==> src/rtl/fetch_queue_if.sv <==
// Fetch queue bus: PC unit request, instruction memory request/response, decode handshake.
interface fetch_queue_if;
    logic [31:0] pc_i;
    logic        pc_valid_i;
    logic        pc_ready_o;
    logic        flush_i;
    logic        imem_req_valid_o;
    logic [31:0] imem_req_addr_o;
    logic        imem_req_ready_i;
    logic        imem_resp_valid_i;
    logic [31:0] imem_resp_data_i;
    logic        dec_valid_o;
    logic [31:0] dec_instr_o;
    logic [31:0] dec_pc_o;
    logic        dec_ready_i;

    // Queue side
    modport slave (
        input  pc_i, pc_valid_i, flush_i, imem_req_ready_i,
        input  imem_resp_valid_i, imem_resp_data_i, dec_ready_i,
        output pc_ready_o, imem_req_valid_o, imem_req_addr_o,
        output dec_valid_o, dec_instr_o, dec_pc_o
    );

    // PC unit / memory / decode side
    modport master (
        output pc_i, pc_valid_i, flush_i, imem_req_ready_i,
        output imem_resp_valid_i, imem_resp_data_i, dec_ready_i,
        input  pc_ready_o, imem_req_valid_o, imem_req_addr_o,
        input  dec_valid_o, dec_instr_o, dec_pc_o
    );
endinterface

==> src/rtl/fetch_queue.sv <==
// Instruction fetch queue: issues PCs to memory, pairs in-order responses with
// their PCs, and hands instruction/PC pairs to decode. A redirect drops queued
// entries and counts in-flight responses that must be thrown away.
module fetch_queue #(
    parameter int unsigned DEPTH = 4
) (
    input  logic           clk,
    input  logic           rst,
    fetch_queue_if.slave   bus
);
    localparam int unsigned AW = $clog2(DEPTH);
    localparam int unsigned PW = AW + 1;
    localparam logic [PW:0]   DEPTH_U = (PW+1)'(DEPTH);
    localparam logic [PW-1:0] PTR_ONE = PW'(1);

    logic [PW-1:0] alloc_q, alloc_d;
    logic [PW-1:0] fill_q, fill_d;
    logic [PW-1:0] head_q, head_d;
    logic [PW-1:0] drop_cnt_q, drop_cnt_d;
    logic [31:0]   pc_mem_q    [DEPTH];
    logic [31:0]   instr_mem_q [DEPTH];

    logic [PW-1:0] occupancy;
    logic [PW-1:0] in_flight;
    logic [PW:0]   used;
    logic          credit;
    logic          req_fire;
    logic          resp_fill;
    logic          dec_valid;
    logic          pop;

    // Credit counts both live entries and responses still owed to a dropped fetch,
    // so a refill can never overrun slots that in-flight garbage will land in.
    always_comb begin
        occupancy = alloc_q - head_q;
        in_flight = alloc_q - fill_q;
        used      = {1'b0, occupancy} + {1'b0, drop_cnt_q};
        credit    = (used < DEPTH_U);
        req_fire  = bus.pc_valid_i & bus.imem_req_ready_i & credit & ~bus.flush_i;
        resp_fill = bus.imem_resp_valid_i & (drop_cnt_q == '0) & ~bus.flush_i;
        dec_valid = (head_q != fill_q);
        pop       = dec_valid & bus.dec_ready_i;
    end

    assign bus.imem_req_valid_o = bus.pc_valid_i & credit & ~bus.flush_i;
    assign bus.imem_req_addr_o  = bus.pc_i;
    assign bus.pc_ready_o       = bus.imem_req_ready_i & credit & ~bus.flush_i;
    assign bus.dec_valid_o      = dec_valid;
    assign bus.dec_instr_o      = instr_mem_q[head_q[AW-1:0]];
    assign bus.dec_pc_o         = pc_mem_q[head_q[AW-1:0]];

    // Pointer and drop-count next state; a flush overrides every other update.
    always_comb begin
        alloc_d    = alloc_q;
        fill_d     = fill_q;
        head_d     = head_q;
        drop_cnt_d = drop_cnt_q;
        if (bus.flush_i) begin
            head_d     = alloc_q;
            fill_d     = alloc_q;
            drop_cnt_d = drop_cnt_q + in_flight
                       - (bus.imem_resp_valid_i ? PTR_ONE : '0);
        end else begin
            if (req_fire) begin
                alloc_d = alloc_q + PTR_ONE;
            end
            if (bus.imem_resp_valid_i) begin
                if (drop_cnt_q == '0) begin
                    fill_d = fill_q + PTR_ONE;
                end else begin
                    drop_cnt_d = drop_cnt_q - PTR_ONE;
                end
            end
            if (pop) begin
                head_d = head_q + PTR_ONE;
            end
        end
    end

    // Pointer and drop-count registers.
    always_ff @(posedge clk or posedge rst) begin
        if (rst) begin
            alloc_q    <= '0;
            fill_q     <= '0;
            head_q     <= '0;
            drop_cnt_q <= '0;
        end else begin
            alloc_q    <= alloc_d;
            fill_q     <= fill_d;
            head_q     <= head_d;
            drop_cnt_q <= drop_cnt_d;
        end
    end

    // Entry storage: PC written on request accept, instruction on a kept response.
    always_ff @(posedge clk or posedge rst) begin
        if (rst) begin
            for (int i = 0; i < int'(DEPTH); i++) begin
                pc_mem_q[i]    <= '0;
                instr_mem_q[i] <= '0;
            end
        end else begin
            if (req_fire) begin
                pc_mem_q[alloc_q[AW-1:0]] <= bus.pc_i;
            end
            if (resp_fill) begin
                instr_mem_q[fill_q[AW-1:0]] <= bus.imem_resp_data_i;
            end
        end
    end

    // A response with nothing outstanding and nothing to drop means the memory
    // returned more than it was asked for.
    a_no_orphan_resp: assert property (@(posedge clk) disable iff (rst)
        !(bus.imem_resp_valid_i && (fill_q == alloc_q) && (drop_cnt_q == '0)));

endmodule
==> src/flat_wrapper.sv <==
// flat-port wrapper written by rule: the top's interface ports become plain ports
module fetch_queue_flat 
#(
    parameter int unsigned DEPTH = 4
)
  (clk, rst, bus_pc_i, bus_pc_valid_i, bus_flush_i, bus_imem_req_ready_i, bus_imem_resp_valid_i, bus_imem_resp_data_i, bus_dec_ready_i, bus_pc_ready_o, bus_imem_req_valid_o, bus_imem_req_addr_o, bus_dec_valid_o, bus_dec_instr_o, bus_dec_pc_o);
  fetch_queue_if bus_i ();
  input  logic clk;
  input  logic rst;
  input wire logic [$bits(bus_i.pc_i)-1:0] bus_pc_i;
  input wire logic [$bits(bus_i.pc_valid_i)-1:0] bus_pc_valid_i;
  input wire logic [$bits(bus_i.flush_i)-1:0] bus_flush_i;
  input wire logic [$bits(bus_i.imem_req_ready_i)-1:0] bus_imem_req_ready_i;
  input wire logic [$bits(bus_i.imem_resp_valid_i)-1:0] bus_imem_resp_valid_i;
  input wire logic [$bits(bus_i.imem_resp_data_i)-1:0] bus_imem_resp_data_i;
  input wire logic [$bits(bus_i.dec_ready_i)-1:0] bus_dec_ready_i;
  output wire logic [$bits(bus_i.pc_ready_o)-1:0] bus_pc_ready_o;
  output wire logic [$bits(bus_i.imem_req_valid_o)-1:0] bus_imem_req_valid_o;
  output wire logic [$bits(bus_i.imem_req_addr_o)-1:0] bus_imem_req_addr_o;
  output wire logic [$bits(bus_i.dec_valid_o)-1:0] bus_dec_valid_o;
  output wire logic [$bits(bus_i.dec_instr_o)-1:0] bus_dec_instr_o;
  output wire logic [$bits(bus_i.dec_pc_o)-1:0] bus_dec_pc_o;
  assign bus_i.pc_i = bus_pc_i;
  assign bus_i.pc_valid_i = bus_pc_valid_i;
  assign bus_i.flush_i = bus_flush_i;
  assign bus_i.imem_req_ready_i = bus_imem_req_ready_i;
  assign bus_i.imem_resp_valid_i = bus_imem_resp_valid_i;
  assign bus_i.imem_resp_data_i = bus_imem_resp_data_i;
  assign bus_i.dec_ready_i = bus_dec_ready_i;
  assign bus_pc_ready_o = bus_i.pc_ready_o;
  assign bus_imem_req_valid_o = bus_i.imem_req_valid_o;
  assign bus_imem_req_addr_o = bus_i.imem_req_addr_o;
  assign bus_dec_valid_o = bus_i.dec_valid_o;
  assign bus_dec_instr_o = bus_i.dec_instr_o;
  assign bus_dec_pc_o = bus_i.dec_pc_o;
  fetch_queue #(.DEPTH(DEPTH)) u_core (.clk(clk), .rst(rst), .bus(bus_i));
endmodule
==> config.mk <==
export PLATFORM = sky130hd
export DESIGN_NAME = fetch_queue_flat
export DESIGN_NICKNAME = d
export VERILOG_FILES = /design/src/rtl/fetch_queue_if.sv /design/src/rtl/fetch_queue.sv /design/src/flat_wrapper.sv
export SDC_FILE = /design/constraint.sdc
export NUM_CORES = 1
export LEC_CHECK = 0
export ABC_AREA = 1
export BUFFER_PORTS_ARGS = -buffer_cell sky130_fd_sc_hd__clkbuf_2
export CAP_MARGIN = 5
export CORE_MARGIN = 2
export CORE_UTILIZATION = 45
export DETAILED_ROUTE_END_ITERATION = 8
export MAX_ROUTING_LAYER = met4
export REMOVE_ABC_BUFFERS = 1
export SLEW_MARGIN = 20
export SYNTH_ARGS = -nofsm -noshare
export SYNTH_HDL_FRONTEND = slang
export SYNTH_SLANG_ARGS = --single-unit
==> constraint.sdc <==
create_clock -name clk -period 11.1 [get_ports clk]
set_input_delay 2.22 -clock clk [delete_from_list [all_inputs] [get_ports clk]]
set_output_delay 2.22 -clock clk [all_outputs]
set_load 0.03 [all_outputs]
==> results.md, run 1 <==
* Status: completed
* Post-DP HPWL at 16100 µm
* Final cell count without fillers at 1881
* Kind of critical path: reg -> out
* Initial DRT Pass Iterations at 5
* Final Hold Viols at 0
* Die W at ~170 µm
* Fin nets at 1582
* Final Max Slew Viols at 0
* Post-CTS resize count at 0
* Vias at 9716
* Core ar. at 27100 µm²
* DRC at 0
* CTS clk-pin slew, worst paths at 0.06 ns
* GR Overflow Total at 0
* FILL cells at between 2k and 3k
* Worst-Skew Late Latency at 0.54 ns
* Worst Clk Skew at 0.00519 ns
* Cell mode on critical path: ha_1
* Yosys top cell area share at 0.537
* RSZ-0062 raised after global routing: false
* Total Wirelength at 28800 µm
* Max Cap Violations at 0
* Num Clock Sinks at 268
* Total negative slack at 0 ns
* Placer Congestion at 0.776
* Routed len/inst at 15.3 µm
* Cell taking the most area after synthesis: dfrtp_1
* Post-CTS Hold Buffers at 0
* Syn-to-layout area delta at 12.4%
* Sequential fraction of the synthesis area at 0.537
* Antenna diodes at 0
* Worst-Margin Slew at 0.969 ns
* TritonCTS clock tree: yes
* Pre-CTS setup slack at 5.42 ns
* Placed insts at about 1.8k
* Crit path launch type: flip-flop
* Setup violations, final at 0
* First-pass GRT wire length at 47500 µm
* Total GRT Usage at 0.207
* Slew HR at 0.354
* Layout cells sized above 1 at 0.178
* Static Leak at 6.99 nW
* Crit-path leading delay family: buffers and inverters
* Buffer count from post-CTS setup fixing at 0
* Critical Path Max Stage Delay at 0.82 ns
* Fin crit share at 0.563
* Hold WC Path Type: reg -> reg
* CP Max Fanout at 82
* Synth area leaders: dfrtp_1, o21ai_1, nand2_1, o21ai_0, nor2_1
* Yosys warnings at 0
* Syn Inst Count at 1409
* DRT antenna net count at 0
* Number of I/O pins at 170
* Required time of the critical path at just under 9 ns
* Vias in the first global route at 9124
* Die height at 171 µm
* Largest net degree at the start of global routing at roughly 140
* Syn Std Cell Area at 12500 µm²
* DIE AREA at 29100 µm²
* Buf/Inv on CP at 3
* Netlist cell types at 29
* Peak Freq at 0.160 GHz
* Site Rows at 60
* Critical Path End Type: output port
* Post-synthesis area per instance at 8.87 µm²
* First DRT Iteration DRCs at 730
* Initial Util at 0.461
* H-tree levels at 1
* PortBufs at 169
* Min Tclk post-route at 6.25 ns
* Post-route setup slack at 4.85 ns
* Vias per inst at 5.17
* Cell Pwr Density at 327 nW/µm²
* CP max-delay cell: buf_4
* CTS Buf Count at 30
* Root Driver: clkbuf_16
* Number of antenna violations at the first check in global routing at 0
* Max clock buf depth at 3
* Arrival time worst endpoint at 4.03 ns
* Flops & latches, synth at 268
* Worst VDD drop at between 0.0001 and 0.00015 V
* CP Cell Sequence: buf_4 -> ha_1 -> inv_1 -> fa_1 -> xor2_1 -> ha_1 -> nor2_4 -> nand4_4 -> nor2_1 -> clkbuf_2
==> per-layer routing <==
metal  wire length, µm  track usage  up-vias  part of all wire
met5                 0            -        -                 0
met4               696       0.0505        0             0.024
met3              1480       0.0319       48             0.051
met2             12800        0.324      232              0.45
met1             13800        0.285     4623              0.48
li1                  -            -     4813                 -
==> kinds of logic after synthesis <==
group	count (synthesis)	share of synthesized area
AOI/OAI and AO/OA	458	0.198
xor gates and xnor gates	10	0.00701
adders and majority gates	20	0.0230
buffers and inverters	213	0.0907
DFF	268	0.537
and+or+nand+nor	440	0.145
==> cells in the mapped netlist <==
| master | count |
|---|---|
| nor2_4 | 1 |
| nand2_2 | 5 |
| buf_4 | 32 |
| o21ai_1 | 233 |
| inv_2 | 2 |
| o21ai_0 | 133 |
| inv_1 | 86 |
| xnor2_1 | 6 |
| nand4_4 | 1 |
| nor2_8 | 2 |
| xor2_1 | 4 |
| fa_1 | 5 |
| clkbuf_1 | 33 |
| o211ai_1 | 4 |
| clkbuf_2 | 1 |
| ha_1 | 15 |
| buf_1 | 4 |
| nand4_1 | 3 |
| a21oi_1 | 1 |
| buf_6 | 23 |
| buf_2 | 32 |
| dfrtp_1 | 268 |
| nand2_4 | 8 |
| nor2_1 | 131 |
| o21ai_2 | 23 |
| nor2_2 | 1 |
| nand3_1 | 14 |
| nand2_1 | 274 |
| o22ai_1 | 64 |
==> final cells by class <==
| class | count | area, µm² | share of cell area |
|---|---|---|---|
| clock inverter | 7 | 85.1 | 0.00606 |
| sequential | 268 | 6710 | 0.478 |
| clock buffer | 43 | 891 | 0.0635 |
| inverter | 88 | 340 | 0.0242 |
| timing repair buffer | 175 | 891 | 0.0635 |
| tap | 372 | 465 | 0.0332 |
| multi-input combinational | 928 | 4650 | 0.331 |
==> worst paths after layout <==
kind,start,to,slack [ns],cells after the start
setup / recovery,u_core.head_q[0]$_DFFE_PP0P_,bus_imem_req_valid_o,4.85,10
hold / removal,u_core.instr_mem_q[85]$_DFFE_PP0P_,u_core.instr_mem_q[85]$_DFFE_PP0P_,0.48,2
setup reg to reg,u_core.head_q[0]$_DFFE_PP0P_,u_core.pc_mem_q[17]$_DFFE_PP0P_,6.72,12
hold reg to reg,u_core.instr_mem_q[85]$_DFFE_PP0P_,u_core.instr_mem_q[85]$_DFFE_PP0P_,0.48,2
max in group asynchronous,rst,u_core.head_q[0]$_DFFE_PP0P_,7.65,3
min in group asynchronous,rst,u_core.instr_mem_q[18]$_DFFE_PP0P_,1.92,2
==> placed cells by master (no fill, tap or decap), types with 6 or more instances in the layout <==
| master | instances |
|---|---|
| buf_4 | 6 |
| nand2_4 | 8 |
| nor2_1 | 131 |
| nand3_1 | 14 |
| ha_1 | 15 |
| inv_1 | 83 |
| o22ai_1 | 64 |
| xnor2_1 | 6 |
| dfrtp_1 | 266 |
| o21ai_0 | 133 |
| clkbuf_2 | 169 |
| nand2_1 | 274 |
| o21ai_2 | 23 |
| clkbuf_16 | 31 |
| clkbuf_8 | 7 |
| o21ai_1 | 233 |
==> state kept, by name (all words and copies together) (netlist names) <==
signal and flops:
u_core.drop_cnt_q 3, u_core.fill_q 3, u_core.instr_mem_q 128, u_core.pc_mem_q 128, u_core.head_q 3, u_core.alloc_q 3
==> power breakdown <==
part	switching (mW)	internal, mW	total (mW)
clock	0.375	0.595	0.970
combinational	1.37	0.663	2.03
sequential	0.233	1.36	1.59
==> worst min-delay path, cell delays in order, from the launching register on <==
cell,delay [ns]
dfrtp_1,0.33
nand2_1,0.05
o21ai_1,0.06
==> per-stage QoR <==
| step | area (µm²) | utilization | hold WS [ns] | total power, mW |
|---|---|---|---|---|
| floorplan | 11700 | - | 0.454 | 3.06 |
| CTS | 14000 | 0.518 | 0.483 | 4.64 |
| detailed placement | 13100 | 0.482 | 0.472 | 3.65 |
| global route | 14000 | 0.518 | 0.497 | 4.96 |
| global placement | 13100 | 0.482 | 0.466 | 3.62 |
| finish | 14000 | 0.518 | 0.481 | 4.60 |
(Power assumes the default switching activity.)
==> run 2, diff against run 1 <==
Settings changed: PLACE_DENSITY set to 0.67.
Clock period 11.1 ns to 5.1 ns, I/O delays scaled along.
==> results.md, run 2 (synthesis gave the netlist of run 1 again) <==
* Peak Freq at 0.236 GHz
* Net Sw Frac at 0.428
* Clock network power share at 0.220
* Die W at approximately 170 µm
* Min Tclk post-route at 4.23 ns
* Num Clock Sinks at approximately 270
* Kind of critical path: reg -> out
* Static Leak at 7.02 nW
* Final Max Slew Viols at 0
* Fin crit share at 0.829
* Vias per inst at 5.17
* Post-route setup slack at 0.871 ns
* Area occupied by multi-input gates at 4650 µm²
* PortBufs at 169
* DRC at 0
* Critical Path Max Stage Delay at 0.90 ns
* Vias in the first global route at 9142
* Antenna diodes at 0
* Number of antenna violations at the first check in global routing at 0
* Number of I/O pins at 170
* Largest net degree at the start of global routing at 147
* Core ar. at 27100 µm²
* Root Driver: clkbuf_16
* Post-DP HPWL at 16100 µm
* Initial Util at 0.461
* Slew HR at 0.417
* Placer Congestion at 0.793
* Post-CTS resize count at 0
* CP Max Fanout at 67
* H-tree levels at 1
* Layout cells sized above 1 at 0.179
* Crit path launch type: flip-flop
* Max clock buf depth at 3
* Cell Pwr Density at 718 nW/µm²
* Register area at 6710 µm²
* GR Overflow Total at 0
* Buf/Inv on CP at 2
* First DRT Iteration DRCs at 833
* Total GRT Usage at 0.204
* Routed len/inst at 15.1 µm
* CP Cell Sequence: ha_1 -> inv_1 -> fa_1 -> xor2_1 -> ha_1 -> nor2_4 -> nand4_4 -> nor2_1 -> clkbuf_2
* Die height at about 170 µm
* Comb pwr share at 0.435
* Arrival time worst endpoint at 3.21 ns
* CTS Buf Count at 29
* Regs by FF count: u_core.instr_mem_q (128), u_core.pc_mem_q (128)
* CP max-delay cell: dfrtp_4
* Pre-CTS setup slack at approximately 1.4 ns
* Post-layout util at 0.521
* Total negative slack at 0 ns
* TritonCTS clock tree: yes
* Cell mode on critical path: ha_1
* Crit-path leading delay family: adder cells
* First-pass GRT wire length at 46900 µm
* Worst-Margin Slew at 0.875 ns
* Final Instance Area at 14100 µm²
* Most common cell after layout, fill and taps aside: nand2_1
* Status: completed
* Vias at 9739
* Post-CTS Hold Buffers at 0
* Buffer count from post-CTS setup fixing at 0
* Worst VDD drop at 0.000339 V
* CTS clk-pin slew, worst paths at 0.06 ns
* P_int at 5.80 mW
* DRT antenna net count at 0
* Worst-Skew Late Latency at 0.53 ns
* NetSw at 4.34 mW
* Site Rows at 60
* Syn-to-layout area delta at 13.0%
* Reg power frac at 0.344
* Total Wirelength at 28500 µm
* Most frequent cells in the layout: nand2_1, dfrtp_1, o21ai_1
* Setup violations, final at 0
* DIE AREA at 29100 µm²
* RSZ-0062 raised after global routing: false
* Fin nets at 1581
* Initial DRT Pass Iterations at 5
* Final Hold Viols at 0
* Placed inst area at 13100 µm²
* Critical Path End Type: output port
* Hold WC Path Type: reg -> reg
* FILL cells at ~2.6k
* Worst Clk Skew at 0.00780 ns
* Required time of the critical path at 4.08 ns
* Max Cap Violations at 0
## run 2: metrics by stage
stage                     hold slack (ns)  total power, mW  cells
after floorplan                     0.454             6.66   1284
after global placement              0.466             7.85   1831
after detailed placement            0.472             7.95   1831
after CTS                           0.488             10.2   1884
after global routing                0.503             10.9   1884
final                               0.484             10.1   1884
## run 2: routing by layer
| metal | vias to the layer above | wire length [µm] | GRT usage |
|---|---|---|---|
| li1 | 4812 | - | - |
| met1 | 4641 | 13300 | 0.274 |
| met2 | 247 | 13100 | 0.328 |
| met3 | 39 | 1650 | 0.0340 |
| met4 | 0 | 459 | 0.0427 |
| met5 | - | 0 | - |
## run 2: cell type report
| type | instances | share of cell area |
|---|---|---|
| clock buffer | 38 | 0.0559 |
| clock inverter | 15 | 0.0164 |
| inverter | 88 | 0.0245 |
| multi-input combinational | 928 | 0.330 |
| sequential | 268 | 0.476 |
| tap | 372 | 0.0330 |
| timing repair buffer | 175 | 0.0649 |
## run 2: tightest hold or removal path, cell delays in order (launching register included)
cell and delay, ns:
dfrtp_1 0.33, nand2_1 0.05, o21ai_1 0.06
## run 2: final timing paths
path,startpoint,to,slack [ns],cells past startpoint
min,u_core.pc_mem_q[43]$_DFFE_PP0P_,u_core.pc_mem_q[43]$_DFFE_PP0P_,0.48,2
max,u_core.head_q[0]$_DFFE_PP0P_,bus_imem_req_valid_o,0.87,9
min reg2reg,u_core.pc_mem_q[43]$_DFFE_PP0P_,u_core.pc_mem_q[43]$_DFFE_PP0P_,0.48,2
max in group asynchronous,rst,u_core.instr_mem_q[36]$_DFFE_PP0P_,3.51,3
min in group asynchronous,rst,u_core.pc_mem_q[104]$_DFFE_PP0P_,0.62,2
max reg2reg,u_core.head_q[0]$_DFFE_PP0P_,u_core.pc_mem_q[17]$_DFFE_PP0P_,1.55,11
## run 2: power by group through the flow
stage / clock, mW / combinational (mW) / sequential, mW
floorplan: 0 / 3.22 / 3.44
global placement: 0 / 4.37 / 3.48
finish: 2.23 / 4.41 / 3.49
detailed placement: 0 / 4.45 / 3.51
CTS: 2.28 / 4.46 / 3.48
global route: 2.38 / 4.95 / 3.60
==> run 3, diff against run 2 <==
Settings changed: ABC_AREA 1 to 0, PLACE_DENSITY 0.67 to 0.65.
Clock period 5.1 ns to 4.2 ns, I/O delays scaled along.
==> results.md, run 3 <==
* Post-layout util at 0.530
* Max clock buf depth at 3
* Top post-synthesis cells by count: dfrtp_1, mux2_2, mux4_2, buf_4, buf_1
* Fin nets at 986
* Worst-Margin Slew at 0.788 ns
* Min Tclk post-route at between 3 and 4 ns
* First DRT Iteration DRCs at roughly 220
* Vias in the first global route at 7011
* Slew HR at 0.474
* CTS clk-pin slew, worst paths at 0.06 ns
* Most common cell after layout, fill and taps aside: dfrtp_1
* Max Cap Violations at 0
* RSZ-0062 raised after global routing: false
* CTS Buf Count at 29
* Yosys warnings at 0
* Flops & latches, synth at 268
* Most used DFF post-synth: dfrtp_1
* Routed len/inst at 18.9 µm
* Arrival time worst endpoint at 3.05 ns
* Worst VDD drop at around 0.00046 V
* Post-CTS Hold Buffers at 0
* Vias at 6729
* Number of I/O pins at 170
* Die height at 169 µm
* CP Max Fanout at 7
* Site Rows at 60
* Post-synth EDFFs at 0
* DRC at 0
* Total Wirelength at 23700 µm
* Required time of the critical path at 3.36 ns
* Most common cell in the netlist: dfrtp_1
* Root Driver: clkbuf_16
* Core ar. at around 27000 µm²
* Yosys top cell area share at 0.549
* Die W at 169 µm
* Largest net degree at the start of global routing at 84
* Static Leak at roughly 7.1 nW
* Post-synthesis area per instance at 16.3 µm²
* Initial DRT Pass Iterations at 4
* Total GRT Usage at 0.176
* Most frequent cells in the layout: dfrtp_1, mux2_2, clkbuf_2
* Kind of critical path: reg -> out
* GR Overflow Total at 0
* Syn Std Cell Area at between 10000 and 15000 µm²
* Initial Util at 0.455
* Syn Inst Count at 751
* Fin crit share at 0.926
* Cell Pwr Density at 771 nW/µm²
* Overall power at 11.0 mW
* Vias per inst at 5.35
* Post-DP HPWL at ~15000 µm
* Regs by FF count: u_core.instr_mem_q (128), u_core.pc_mem_q (128)
* Placer Congestion at 0.728
* Netlist cell types at 30
* Worst Clk Skew at 0.0180 ns
* Final Hold Viols at 0
* Num Clock Sinks at 268
* Worst-Skew Late Latency at 0.55 ns
* Post-synth ARST share at 1.00
* Hold WC Path Type: in -> async
* DRT antenna net count at 0
* Cell taking the most area after synthesis: dfrtp_1
* Number of antenna violations at the first check in global routing at 0
* TritonCTS clock tree: yes
* Total negative slack at 0 ns
* Syn-to-layout area delta at 16.4%
* Peak Freq at 0.257 GHz
* Final Max Slew Viols at 0
* Sequential fraction of the synthesis area at 0.549
* Placed insts at 1205
* Critical Path End Type: output port
* H-tree levels at 1
* DIE AREA at 28500 µm²
* Antenna diodes at 0
* First-pass GRT wire length at roughly 38000 µm
* Layout cells sized above 1 at 0.615
* Status: completed
* PortBufs at 169
* Setup violations, final at 0
* Final cell count without fillers at 1257
* Crit path launch type: flip-flop
* Synth area leaders: dfrtp_1, mux2_2, mux4_2, buf_4, ha_1
## run 3: cell types whose count changed after synthesis, moves of 63 or more
cell and change:
inv_1 -70, nand2_1 -267, o22ai_1 -63, nor2_1 -127
mux2_2 +253, o21ai_1 -233, mux4_2 +64, o21ai_0 -129
## run 3: logic make-up after synthesis
family	count (synthesis)	share of synthesized area
and+or+nand+nor	22	0.0103
AOI/OAI and AO/OA	11	0.00533
muxes	326	0.359
adders and majority gates	20	0.0236
buffers and inverters	88	0.0405
xor gates and xnor gates	16	0.0115
DFF	268	0.549
## run 3: area by class of cell
class / count / area (µm²)
fillers: 2242 / 12600
flip-flops and latches: 268 / 6710
multi-input cells: 395 / 5010
repair buffers: 185 / 1010
clock buffers: 38 / 850
well taps: 341 / 427
clock inverters: 14 / 133
inverters: 16 / 67.6
## run 3: per-layer routing
metal  global-route usage  wire length (µm)
met5                    -                 0
met2                0.277             11100
met3               0.0360              1250
met4               0.0386               499
met1                0.238             10900
## run 3: worst max-delay path: stages (launching register included)
cell      delay (ns)
dfrtp_1         0.40
inv_2           0.14
ha_1            0.16
inv_1           0.04
fa_1            0.37
xnor2_1         0.17
ha_1            0.25
or4_4           0.50
nor3b_1         0.23
clkbuf_2        0.24
## run 3: repair_timing
item,4_1_cts,5_1_grt
setup buffers,0,0
setup endpoints to repair,0,1
gates resized for setup,0,1
## run 3: final timing paths
check	startpoint	endpoint	slack, ns	depth (start not counted)
hold / removal	rst	u_core.drop_cnt_q[1]$_DFFE_PP0P_	0.32	2
hold reg to reg	u_core.pc_mem_q[127]$_DFFE_PP0P_	u_core.pc_mem_q[127]$_DFFE_PP0P_	0.49	1
max in group asynchronous	rst	u_core.pc_mem_q[46]$_DFFE_PP0P_	2.89	3
min in group clk	u_core.pc_mem_q[127]$_DFFE_PP0P_	u_core.pc_mem_q[127]$_DFFE_PP0P_	0.49	1
setup reg to reg	u_core.alloc_q[0]$_DFFE_PP0P_	u_core.pc_mem_q[65]$_DFFE_PP0P_	0.75	12
setup / recovery	u_core.alloc_q[0]$_DFFE_PP0P_	bus_pc_ready_o	0.31	9
## run 3: report_power, final
group          total, mW  switching (mW)  internal, mW
combinational       4.34            2.28          2.05
sequential          4.05           0.494          3.55
clock               2.57            1.03          1.54
## run 3: per-stage QoR
step / hold WS, ns / setup WS, ns / instance area [µm²]
after floorplan: 0.460 / -4.02 / 11800
after global routing: 0.359 / 0.105 / 14200
after CTS: 0.374 / 0.186 / 14200
after detailed placement: 0.480 / 0.654 / 13200
after global placement: 0.471 / 0.722 / 13200
final: 0.324 / 0.312 / 14200
